`config.mk`:
```
export PLATFORM = sky130hd
export DESIGN_NAME = audio_sfx_scheduler_flat
export DESIGN_NICKNAME = d
export VERILOG_FILES = /design/src/rtl/audio_sfx_pkg.sv /design/src/rtl/audio_sfx_scheduler_if.sv /design/src/rtl/sfx_tone_gen.sv /design/src/rtl/audio_sfx_scheduler.sv /design/src/flat_wrapper.sv
export SDC_FILE = /design/constraint.sdc
export NUM_CORES = 1
export LEC_CHECK = 0
export CORE_MARGIN = 2
export CORE_UTILIZATION = 53
export CTS_BUF_LIST = sky130_fd_sc_hd__clkbuf_8
export DETAILED_ROUTE_END_ITERATION = 16
export MAX_ROUTING_LAYER = met4
export PLACE_DENSITY = 0.88
export SYNTH_ARGS = -nofsm -noshare
export SYNTH_HDL_FRONTEND = slang
export SYNTH_SLANG_ARGS = --single-unit
```
`constraint.sdc`:
```
create_clock -name CLOCK_50 -period 3.9 [get_ports CLOCK_50]
set_input_delay 0.39 -clock CLOCK_50 [delete_from_list [all_inputs] [get_ports CLOCK_50]]
set_output_delay 0.39 -clock CLOCK_50 [all_outputs]
set_load 0.005 [all_outputs]
```
`src/rtl/audio_sfx_pkg.sv`:
```
// Shared types and helpers for the sound-effect scheduler.
package audio_sfx_pkg;

    typedef enum logic [1:0] {
        ST_IDLE = 2'd0,
        ST_LOAD = 2'd1,
        ST_PLAY = 2'd2
    } sfx_state_e;

    localparam int unsigned LOAD_CYCLES       = 2;
    localparam int unsigned MAX_SFX           = 32;
    localparam logic signed [31:0] DEFAULT_AMPLITUDE = 32'sd100000000;

    // Index of the lowest set bit; 0 when no bit is set.
    function automatic int unsigned lowest_set(input logic [MAX_SFX-1:0] v);
        int unsigned idx;
        idx = 0;
        for (int i = MAX_SFX - 1; i >= 0; i--) begin
            if (v[i]) idx = unsigned'(i);
        end
        return idx;
    endfunction

endpackage

```
`src/rtl/audio_sfx_scheduler_if.sv`:
```
// Request, tone-ROM and Audio_Controller signals of the scheduler.
interface audio_sfx_scheduler_if #(
    parameter int unsigned NUM_SFX = 4,
    parameter int unsigned ADDR_W  = 10,
    parameter int unsigned DELAY_W = 19
);
    localparam int unsigned ID_W = (NUM_SFX > 1) ? $clog2(NUM_SFX) : 1;

    logic [NUM_SFX-1:0]        sfx_req;
    logic [NUM_SFX*ADDR_W-1:0] sfx_base;
    logic [NUM_SFX*ADDR_W-1:0] sfx_len;
    logic                      stop;
    logic [ADDR_W-1:0]         rom_addr;
    logic [DELAY_W-1:0]        rom_delay;
    logic                      audio_out_allowed;
    logic signed [31:0]        sample_out;
    logic                      write_audio_out;
    logic                      busy;
    logic [ID_W-1:0]           active_id;
    logic                      done;

    // Scheduler side
    modport master (
        input  sfx_req, sfx_base, sfx_len, stop, rom_delay, audio_out_allowed,
        output rom_addr, sample_out, write_audio_out, busy, active_id, done
    );

    // Game logic, ROM and Audio_Controller side
    modport slave (
        output sfx_req, sfx_base, sfx_len, stop, rom_delay, audio_out_allowed,
        input  rom_addr, sample_out, write_audio_out, busy, active_id, done
    );
endinterface

```
`src/rtl/sfx_tone_gen.sv`:
```
// Square-wave generator: half-period counter, polarity bit and registered sample.
module sfx_tone_gen
    import audio_sfx_pkg::*;
#(
    parameter int unsigned        DELAY_W   = 19,
    parameter logic signed [31:0] AMPLITUDE = DEFAULT_AMPLITUDE
) (
    input  logic               clk,
    input  logic               resetn,
    input  logic               clear,
    input  logic               enable,
    input  logic [DELAY_W-1:0] note_delay,
    output logic signed [31:0] sample
);

    logic [DELAY_W-1:0] phase_cnt_q, phase_cnt_d;
    logic               snd_q, snd_d;
    logic signed [31:0] sample_q, sample_d;

    // enable reflects the upcoming state, so the sample lines up with the scheduler state
    always_comb begin
        phase_cnt_d = phase_cnt_q;
        snd_d       = snd_q;
        if (clear) begin
            phase_cnt_d = '0;
            snd_d       = 1'b0;
        end else if (enable) begin
            if (note_delay == '0) begin
                phase_cnt_d = '0;
                snd_d       = 1'b0;
            end else if (phase_cnt_q == note_delay) begin
                phase_cnt_d = '0;
                snd_d       = ~snd_q;
            end else begin
                phase_cnt_d = phase_cnt_q + 1'b1;
            end
        end
        if (enable && (note_delay != '0)) begin
            sample_d = snd_d ? AMPLITUDE : -AMPLITUDE;
        end else begin
            sample_d = '0;
        end
    end

    always_ff @(posedge clk or negedge resetn) begin
        if (!resetn) begin
            phase_cnt_q <= '0;
            snd_q       <= 1'b0;
            sample_q    <= '0;
        end else begin
            phase_cnt_q <= phase_cnt_d;
            snd_q       <= snd_d;
            sample_q    <= sample_d;
        end
    end

    assign sample = sample_q;

endmodule

```
`src/rtl/audio_sfx_scheduler.sv`:
```
// Fixed-priority, preemptive scheduler that plays note-ROM clips one beat per note
// and feeds the Audio_Controller a square-wave sample stream.
module audio_sfx_scheduler
    import audio_sfx_pkg::*;
#(
    parameter int unsigned        NUM_SFX    = 4,
    parameter int unsigned        ADDR_W     = 10,
    parameter int unsigned        DELAY_W    = 19,
    parameter int unsigned        BEAT_TICKS = 2500000,
    parameter logic signed [31:0] AMPLITUDE  = DEFAULT_AMPLITUDE
) (
    input  logic                  CLOCK_50,
    input  logic                  resetn,
    audio_sfx_scheduler_if.master bus
);

    localparam int unsigned ID_W   = (NUM_SFX > 1) ? $clog2(NUM_SFX) : 1;
    localparam int unsigned BEAT_W = (BEAT_TICKS > 1) ? $clog2(BEAT_TICKS) : 1;
    localparam int unsigned LOAD_W = (LOAD_CYCLES > 1) ? $clog2(LOAD_CYCLES) : 1;

    sfx_state_e         state_q, state_d;
    logic [NUM_SFX-1:0] pending_q, pending_d;
    logic [ID_W-1:0]    active_id_q, active_id_d;
    logic [ADDR_W-1:0]  note_idx_q, note_idx_d;
    logic [ADDR_W-1:0]  rom_addr_q, rom_addr_d;
    logic [LOAD_W-1:0]  load_cnt_q, load_cnt_d;
    logic [BEAT_W-1:0]  beat_cnt_q, beat_cnt_d;
    logic [DELAY_W-1:0] note_delay_q, note_delay_d;
    logic               busy_q, busy_d;
    logic               done_q, done_d;

    logic               grant_any;
    logic [ID_W-1:0]    grant_id;
    logic [ADDR_W-1:0]  grant_len;
    logic [ADDR_W-1:0]  active_len;
    logic               preempt;
    logic               do_grant;
    logic               tone_clear;
    logic               tone_enable;

    // Arbitration over already-latched requests only
    always_comb begin
        grant_any  = |pending_q;
        grant_id   = ID_W'(lowest_set(MAX_SFX'(pending_q)));
        grant_len  = bus.sfx_len[grant_id*ADDR_W +: ADDR_W];
        active_len = bus.sfx_len[active_id_q*ADDR_W +: ADDR_W];
        preempt    = grant_any && (grant_id < active_id_q);
    end

    always_comb begin
        state_d      = state_q;
        pending_d    = pending_q | bus.sfx_req;
        active_id_d  = active_id_q;
        note_idx_d   = note_idx_q;
        rom_addr_d   = rom_addr_q;
        load_cnt_d   = load_cnt_q;
        beat_cnt_d   = beat_cnt_q;
        note_delay_d = note_delay_q;
        done_d       = 1'b0;
        do_grant     = 1'b0;
        tone_clear   = 1'b0;

        if (bus.stop) begin
            state_d   = ST_IDLE;
            pending_d = '0;
        end else begin
            case (state_q)
                ST_IDLE: do_grant = grant_any;
                ST_LOAD: begin
                    if (preempt) begin
                        do_grant = 1'b1;
                    end else if (load_cnt_q == LOAD_W'(LOAD_CYCLES - 1)) begin
                        state_d      = ST_PLAY;
                        note_delay_d = bus.rom_delay;
                        beat_cnt_d   = '0;
                        tone_clear   = 1'b1;
                    end else begin
                        load_cnt_d = load_cnt_q + 1'b1;
                    end
                end
                ST_PLAY: begin
                    if (preempt) begin
                        do_grant = 1'b1;
                    end else if (beat_cnt_q == BEAT_W'(BEAT_TICKS - 1)) begin
                        if ((note_idx_q + 1'b1) == active_len) begin
                            done_d  = 1'b1;
                            state_d = ST_IDLE;
                        end else begin
                            note_idx_d = note_idx_q + 1'b1;
                            rom_addr_d = rom_addr_q + 1'b1;
                            load_cnt_d = '0;
                            state_d    = ST_LOAD;
                        end
                    end else begin
                        beat_cnt_d = beat_cnt_q + 1'b1;
                    end
                end
                default: state_d = ST_IDLE;
            endcase

            // A grant drops whatever was playing; empty clips finish on the spot
            if (do_grant) begin
                pending_d[grant_id] = 1'b0;
                active_id_d         = grant_id;
                note_idx_d          = '0;
                load_cnt_d          = '0;
                if (grant_len == '0) begin
                    done_d  = 1'b1;
                    state_d = ST_IDLE;
                end else begin
                    rom_addr_d = bus.sfx_base[grant_id*ADDR_W +: ADDR_W];
                    state_d    = ST_LOAD;
                end
            end
        end

        busy_d      = (state_d != ST_IDLE);
        tone_enable = (state_d == ST_PLAY);
    end

    always_ff @(posedge CLOCK_50 or negedge resetn) begin
        if (!resetn) begin
            state_q      <= ST_IDLE;
            pending_q    <= '0;
            active_id_q  <= '0;
            note_idx_q   <= '0;
            rom_addr_q   <= '0;
            load_cnt_q   <= '0;
            beat_cnt_q   <= '0;
            note_delay_q <= '0;
            busy_q       <= 1'b0;
            done_q       <= 1'b0;
        end else begin
            state_q      <= state_d;
            pending_q    <= pending_d;
            active_id_q  <= active_id_d;
            note_idx_q   <= note_idx_d;
            rom_addr_q   <= rom_addr_d;
            load_cnt_q   <= load_cnt_d;
            beat_cnt_q   <= beat_cnt_d;
            note_delay_q <= note_delay_d;
            busy_q       <= busy_d;
            done_q       <= done_d;
        end
    end

    sfx_tone_gen #(
        .DELAY_W  (DELAY_W),
        .AMPLITUDE(AMPLITUDE)
    ) u_tone (
        .clk       (CLOCK_50),
        .resetn    (resetn),
        .clear     (tone_clear),
        .enable    (tone_enable),
        .note_delay(note_delay_d),
        .sample    (bus.sample_out)
    );

    // The FIFO is kept fed with silence as well as tones
    assign bus.write_audio_out = bus.audio_out_allowed;
    assign bus.rom_addr        = rom_addr_q;
    assign bus.busy            = busy_q;
    assign bus.active_id       = active_id_q;
    assign bus.done            = done_q;

endmodule

```
`src/flat_wrapper.sv`:
```
// flat-port wrapper written by rule: the top's interface ports become plain ports
module audio_sfx_scheduler_flat import audio_sfx_pkg::*;
#(
    parameter int unsigned        NUM_SFX    = 4,
    parameter int unsigned        ADDR_W     = 10,
    parameter int unsigned        DELAY_W    = 19,
    parameter int unsigned        BEAT_TICKS = 2500000,
    parameter logic signed [31:0] AMPLITUDE  = DEFAULT_AMPLITUDE
)
  (CLOCK_50, resetn, bus_sfx_req, bus_sfx_base, bus_sfx_len, bus_stop, bus_rom_delay, bus_audio_out_allowed, bus_rom_addr, bus_sample_out, bus_write_audio_out, bus_busy, bus_active_id, bus_done);
  audio_sfx_scheduler_if #(.NUM_SFX(NUM_SFX), .ADDR_W(ADDR_W), .DELAY_W(DELAY_W)) bus_i ();
  input  logic CLOCK_50;
  input  logic resetn;
  input wire logic [$bits(bus_i.sfx_req)-1:0] bus_sfx_req;
  input wire logic [$bits(bus_i.sfx_base)-1:0] bus_sfx_base;
  input wire logic [$bits(bus_i.sfx_len)-1:0] bus_sfx_len;
  input wire logic [$bits(bus_i.stop)-1:0] bus_stop;
  input wire logic [$bits(bus_i.rom_delay)-1:0] bus_rom_delay;
  input wire logic [$bits(bus_i.audio_out_allowed)-1:0] bus_audio_out_allowed;
  output wire logic [$bits(bus_i.rom_addr)-1:0] bus_rom_addr;
  output wire logic [$bits(bus_i.sample_out)-1:0] bus_sample_out;
  output wire logic [$bits(bus_i.write_audio_out)-1:0] bus_write_audio_out;
  output wire logic [$bits(bus_i.busy)-1:0] bus_busy;
  output wire logic [$bits(bus_i.active_id)-1:0] bus_active_id;
  output wire logic [$bits(bus_i.done)-1:0] bus_done;
  assign bus_i.sfx_req = bus_sfx_req;
  assign bus_i.sfx_base = bus_sfx_base;
  assign bus_i.sfx_len = bus_sfx_len;
  assign bus_i.stop = bus_stop;
  assign bus_i.rom_delay = bus_rom_delay;
  assign bus_i.audio_out_allowed = bus_audio_out_allowed;
  assign bus_rom_addr = bus_i.rom_addr;
  assign bus_sample_out = bus_i.sample_out;
  assign bus_write_audio_out = bus_i.write_audio_out;
  assign bus_busy = bus_i.busy;
  assign bus_active_id = bus_i.active_id;
  assign bus_done = bus_i.done;
  audio_sfx_scheduler #(.NUM_SFX(NUM_SFX), .ADDR_W(ADDR_W), .DELAY_W(DELAY_W), .BEAT_TICKS(BEAT_TICKS), .AMPLITUDE(AMPLITUDE)) u_core (.CLOCK_50(CLOCK_50), .resetn(resetn), .bus(bus_i));
endmodule
```
==> results.yml, run 1 <==
drt:
  routed_wl_um: 18780
  drt_first_pass_iters: 5
  wire_per_inst_um: 17.83
  vias_per_cell: 6.163
  drc_errors: 0
  drt_iter0_markers: 644
  vias: 6490
  ant_nets: 0
clocking:
  cts_buffer_depth: 2
  clk_latency_ns: 0.40
  cts_root_buf: "clkbuf_8"
  path_clk_slew_ns: 0.10
  cts_buffers: 9
  cts_max_level: 3
  post-cts-setup-buffer-count: 0
  cts_tree: "built"
  clock_sink_count: 95
placed_design:
  dpl.hpwl_um: 14440
  portBuffers: 143
  gp_congestion: 1.008
die:
  ios: 154
  dieArea_um2: 13460
  core-area_um2: 12110
  rows: 40
  die_y_um: 116.0
  initial_core_util_pct: 54.93
  fp.dieW_um: 116.0
hold_path:
  hp-class: "in2async"
logic_synthesis:
  synth_seq_cells: 95
  avgSynthCellArea_um2: 8.617
  synth_edf_count: 0
  yosys.area.top_type_share_pct: 35.73
  synth_area_leaders: "dfrtp_1 (36%), nand2_1 (6.2%), buf_4 (3.4%)"
  async_reset_ff_share_pct: 100.0
  synth.distinct_cells: 65
  seq_area_frac_synth_pct: 35.73
  syn_area_um2: 6653
  synth_top_cell_by_area: "dfrtp_1"
  synth_warnings: 0
  synthFlopType: "dfrtp_1"
  synthCells: 772
worst_setup_path:
  max_stage_delay_ns: 0.57
  worst_setup_path_start_kind: "flip-flop"
  endpoint: "u_core.u_tone.phase_cnt_q[2]$_DFFE_PN0P_"
  r2r-end: "u_core.u_tone.phase_cnt_q[2]$_DFFE_PN0P_"
  crit_chain: "nor3_1 > ha_1 > a21boi_1 > o21ai_2 > a211oi_2 > buf_12 > mux2_2 > xor2_1 > or4_4 > buf_4 > a32oi_1 > o21ai_0"
  worstPathArrival_ns: 3.90
  path_max_fanout: 26
  worst-path-stages: 12
  path_class: "reg2reg"
  critPathTopFamily: "compound AO/OA/AOI/OAI gates"
  critPathRequiredTime_ns: 4.18
  r2r_slack_ns: 0.28
  startpoint: "u_core.pending_q[0]$_DFF_PN0_"
  crit_buf_inv: 2
  cp_slowest_cell: "or4_4"
  end_kind: "flip-flop"
  r2r-start: "u_core.pending_q[0]$_DFF_PN0_"
  ff2ff_path_depth: 12
global_route:
  antenna_found_initial: 0
  grt_overflow: 0
  first_global_vias: 6216
  gr-usage-all-layers_pct: 29.54
  grt_pass1_wl_um: 30430
  grt_max_degree: 71
final_layout:
  final_common_cell: "clkdlybuf4s50_1"
  fin_nets: 996
  syn_to_final_growth_pct: 24.34
  drive_above_1_share_pct: 7.458
  final_cell_mix: "clkdlybuf4s50_1 (142), nand2_1 (110), dfrtp_1 (95), nor2_1 (47), inv_1 (44)"
  diodes: 0
  n_fill_cell: 971
sta:
  rsz0062_at_grt: "false"
  whs_ns: 0.09879
  hold_viol: 0
  max_freq_mhz: 276.6
  min_period_ns: 3.615
  drv_slew: 0
  min_period_over_period_pct: 92.70
  setup_tns_ns: 0
  skew_ns: 0.01683
  tightestPinTransition_ns: 0.8771
  relSlewSlack_pct: 41.53
  finalSetupViolations: 0
pwr:
  power_density_nw_per_um2: 487.2
  peakVddDrop_v: 0.0002703
  leakage_nw: 3.329
run_status:
  outcome: "finished, final reports clean"
run:
  cap_violations: 0
==> synth_stat cells, types with 5 or more instances <==
master,n
dfrtp_1,95
nor2b_1,15
or2_2,8
nor2_1,47
o22ai_1,11
o311ai_1,7
mux2i_1,7
nand4_1,27
nand3_1,36
o311ai_0,9
nand2_1,110
a21o_1,5
buf_6,5
a211oi_1,8
a21oi_1,21
nor4_1,23
inv_1,44
xnor2_1,17
o31ai_1,14
o211ai_1,6
mux4_2,10
ha_1,9
nand2b_1,11
a31oi_1,6
clkbuf_1,33
buf_4,30
or4_1,8
and3_1,9
mux2_2,5
o21ai_0,23
a222oi_1,12
xor2_1,23
nor3_1,14
==> sequential cells by signal, indices dropped and copies added, names as in the netlist <==
name and count:
u_core.load_cnt_q 1, u_core.note_idx_q 10, u_core.u_tone.snd_q 1, u_core.pending_q 4, u_core.bus.busy 1, u_core.state_q 2, u_core.u_tone.phase_cnt_q 19, u_core.u_tone.sample 3
u_core.bus.active_id 2, u_core.note_delay_q 19, u_core.beat_cnt_q 22, u_core.bus.done 1, u_core.bus.rom_addr 10
==> worst min path at each step <==
stage	startpoint	to	slack [ns]	cells after the start
final	resetn	u_core.bus.rom_addr[1]$_DFFE_PN0N_	0.1	1
after global routing	resetn	u_core.bus.rom_addr[1]$_DFFE_PN0N_	0.18	1
after CTS	resetn	u_core.bus.rom_addr[7]$_DFFE_PN0N_	0.13	1
after detailed placement	u_core.note_idx_q[9]$_DFFE_PN0P_	u_core.note_idx_q[9]$_DFFE_PN0P_	0.49	1
after global placement	u_core.beat_cnt_q[6]$_DFFE_PN0P_	u_core.beat_cnt_q[6]$_DFFE_PN0P_	0.49	1
after floorplan	resetn	u_core.beat_cnt_q[0]$_DFFE_PN0P_	0.09	0
==> per-stage QoR <==
step / worst slack, ns / area (um^2) / std cells / total power [mW] / util [%]
floorplan: 0.2762 / 6679 / 779 / 2.649 / -
global placement: 0.3880 / 8050 / 1037 / 3.233 / 66.47
detailed placement: 0.1798 / 8050 / 1037 / 3.290 / 66.47
CTS: 0.1595 / 8260 / 1053 / 4.003 / 68.20
global route: 0.05433 / 8272 / 1053 / 4.297 / 68.30
finish: 0.2848 / 8272 / 1053 / 4.030 / 68.30
==> final cells by class <==
type / count / area (um^2) / share of cell area (%)
repair buffers: 162 / 1584 / 19.15
clock inverters: 7 / 86.33 / 1.044
well taps: 168 / 210.2 / 2.541
multi-input cells: 567 / 3721 / 44.99
clock buffers: 9 / 123.9 / 1.498
flip-flops and latches: 95 / 2377 / 28.74
inverters: 45 / 168.9 / 2.042
==> report_power, final <==
| part | internal, mW | switching [mW] | total [mW] | leakage, nW |
|---|---|---|---|---|
| clock | 0.311 | 0.398 | 0.709 | 0.104 |
| combinational | 0.865 | 0.907 | 1.77 | 1.99 |
| sequential | 1.23 | 0.319 | 1.55 | 1.24 |
==> cell families (layout without fill, tap and decap cells) <==
kind of cell | count (synthesis) | after routing | synth area share [%]
mux | 22 | 22 | 5.285
other cells | 1 | 8 | 0.05637
flops | 95 | 95 | 35.73
simple gates | 331 | 331 | 25.16
compound gates | 153 | 153 | 16.55
xor+xnor | 44 | 44 | 6.620
buf+inv | 117 | 223 | 8.896
fa+ha+maj | 9 | 9 | 1.693
==> worst reg2reg max path: stages, from the launching register on <==
cell and delay, ns:
dfrtp_1 0.47, nor3_1 0.28, ha_1 0.16, a21boi_1 0.23, o21ai_2 0.16, a211oi_2 0.29, buf_12 0.21, mux2_2 0.38
xor2_1 0.16, or4_4 0.57, buf_4 0.23, a32oi_1 0.23, o21ai_0 0.12
==> repair_timing <==
| item | 4_1_cts | 5_1_grt |
|---|---|---|
| resized for setup | 0 | 3 |
| hold buffers | 0 | 0 |
| endpoints found under the setup margin | 0 | 15 |
==> metal layers <==
layer	vias to the layer above	part of all wire [%]	GRT usage, %
met5	-	0	-
met4	0	2.5	10.71
met3	54	9.0	5.335
met2	337	47	48.19
met1	3092	41	37.02
li1	3007	-	-
No activity file was read; power rests on OpenSTA's default activity.
==> run 2: changes to the inputs <==
--- a/config.mk
+++ b/config.mk
@@ -9,6 +9,7 @@
 export CORE_UTILIZATION = 53
 export CTS_BUF_LIST = sky130_fd_sc_hd__clkbuf_8
 export DETAILED_ROUTE_END_ITERATION = 16
+export GPL_TIMING_DRIVEN = 1
 export MAX_ROUTING_LAYER = met4
 export PLACE_DENSITY = 0.88
 export SYNTH_ARGS = -nofsm -noshare
==> results of run 2 <==
Final layout, timing and power as in run 1 (identical DEF).
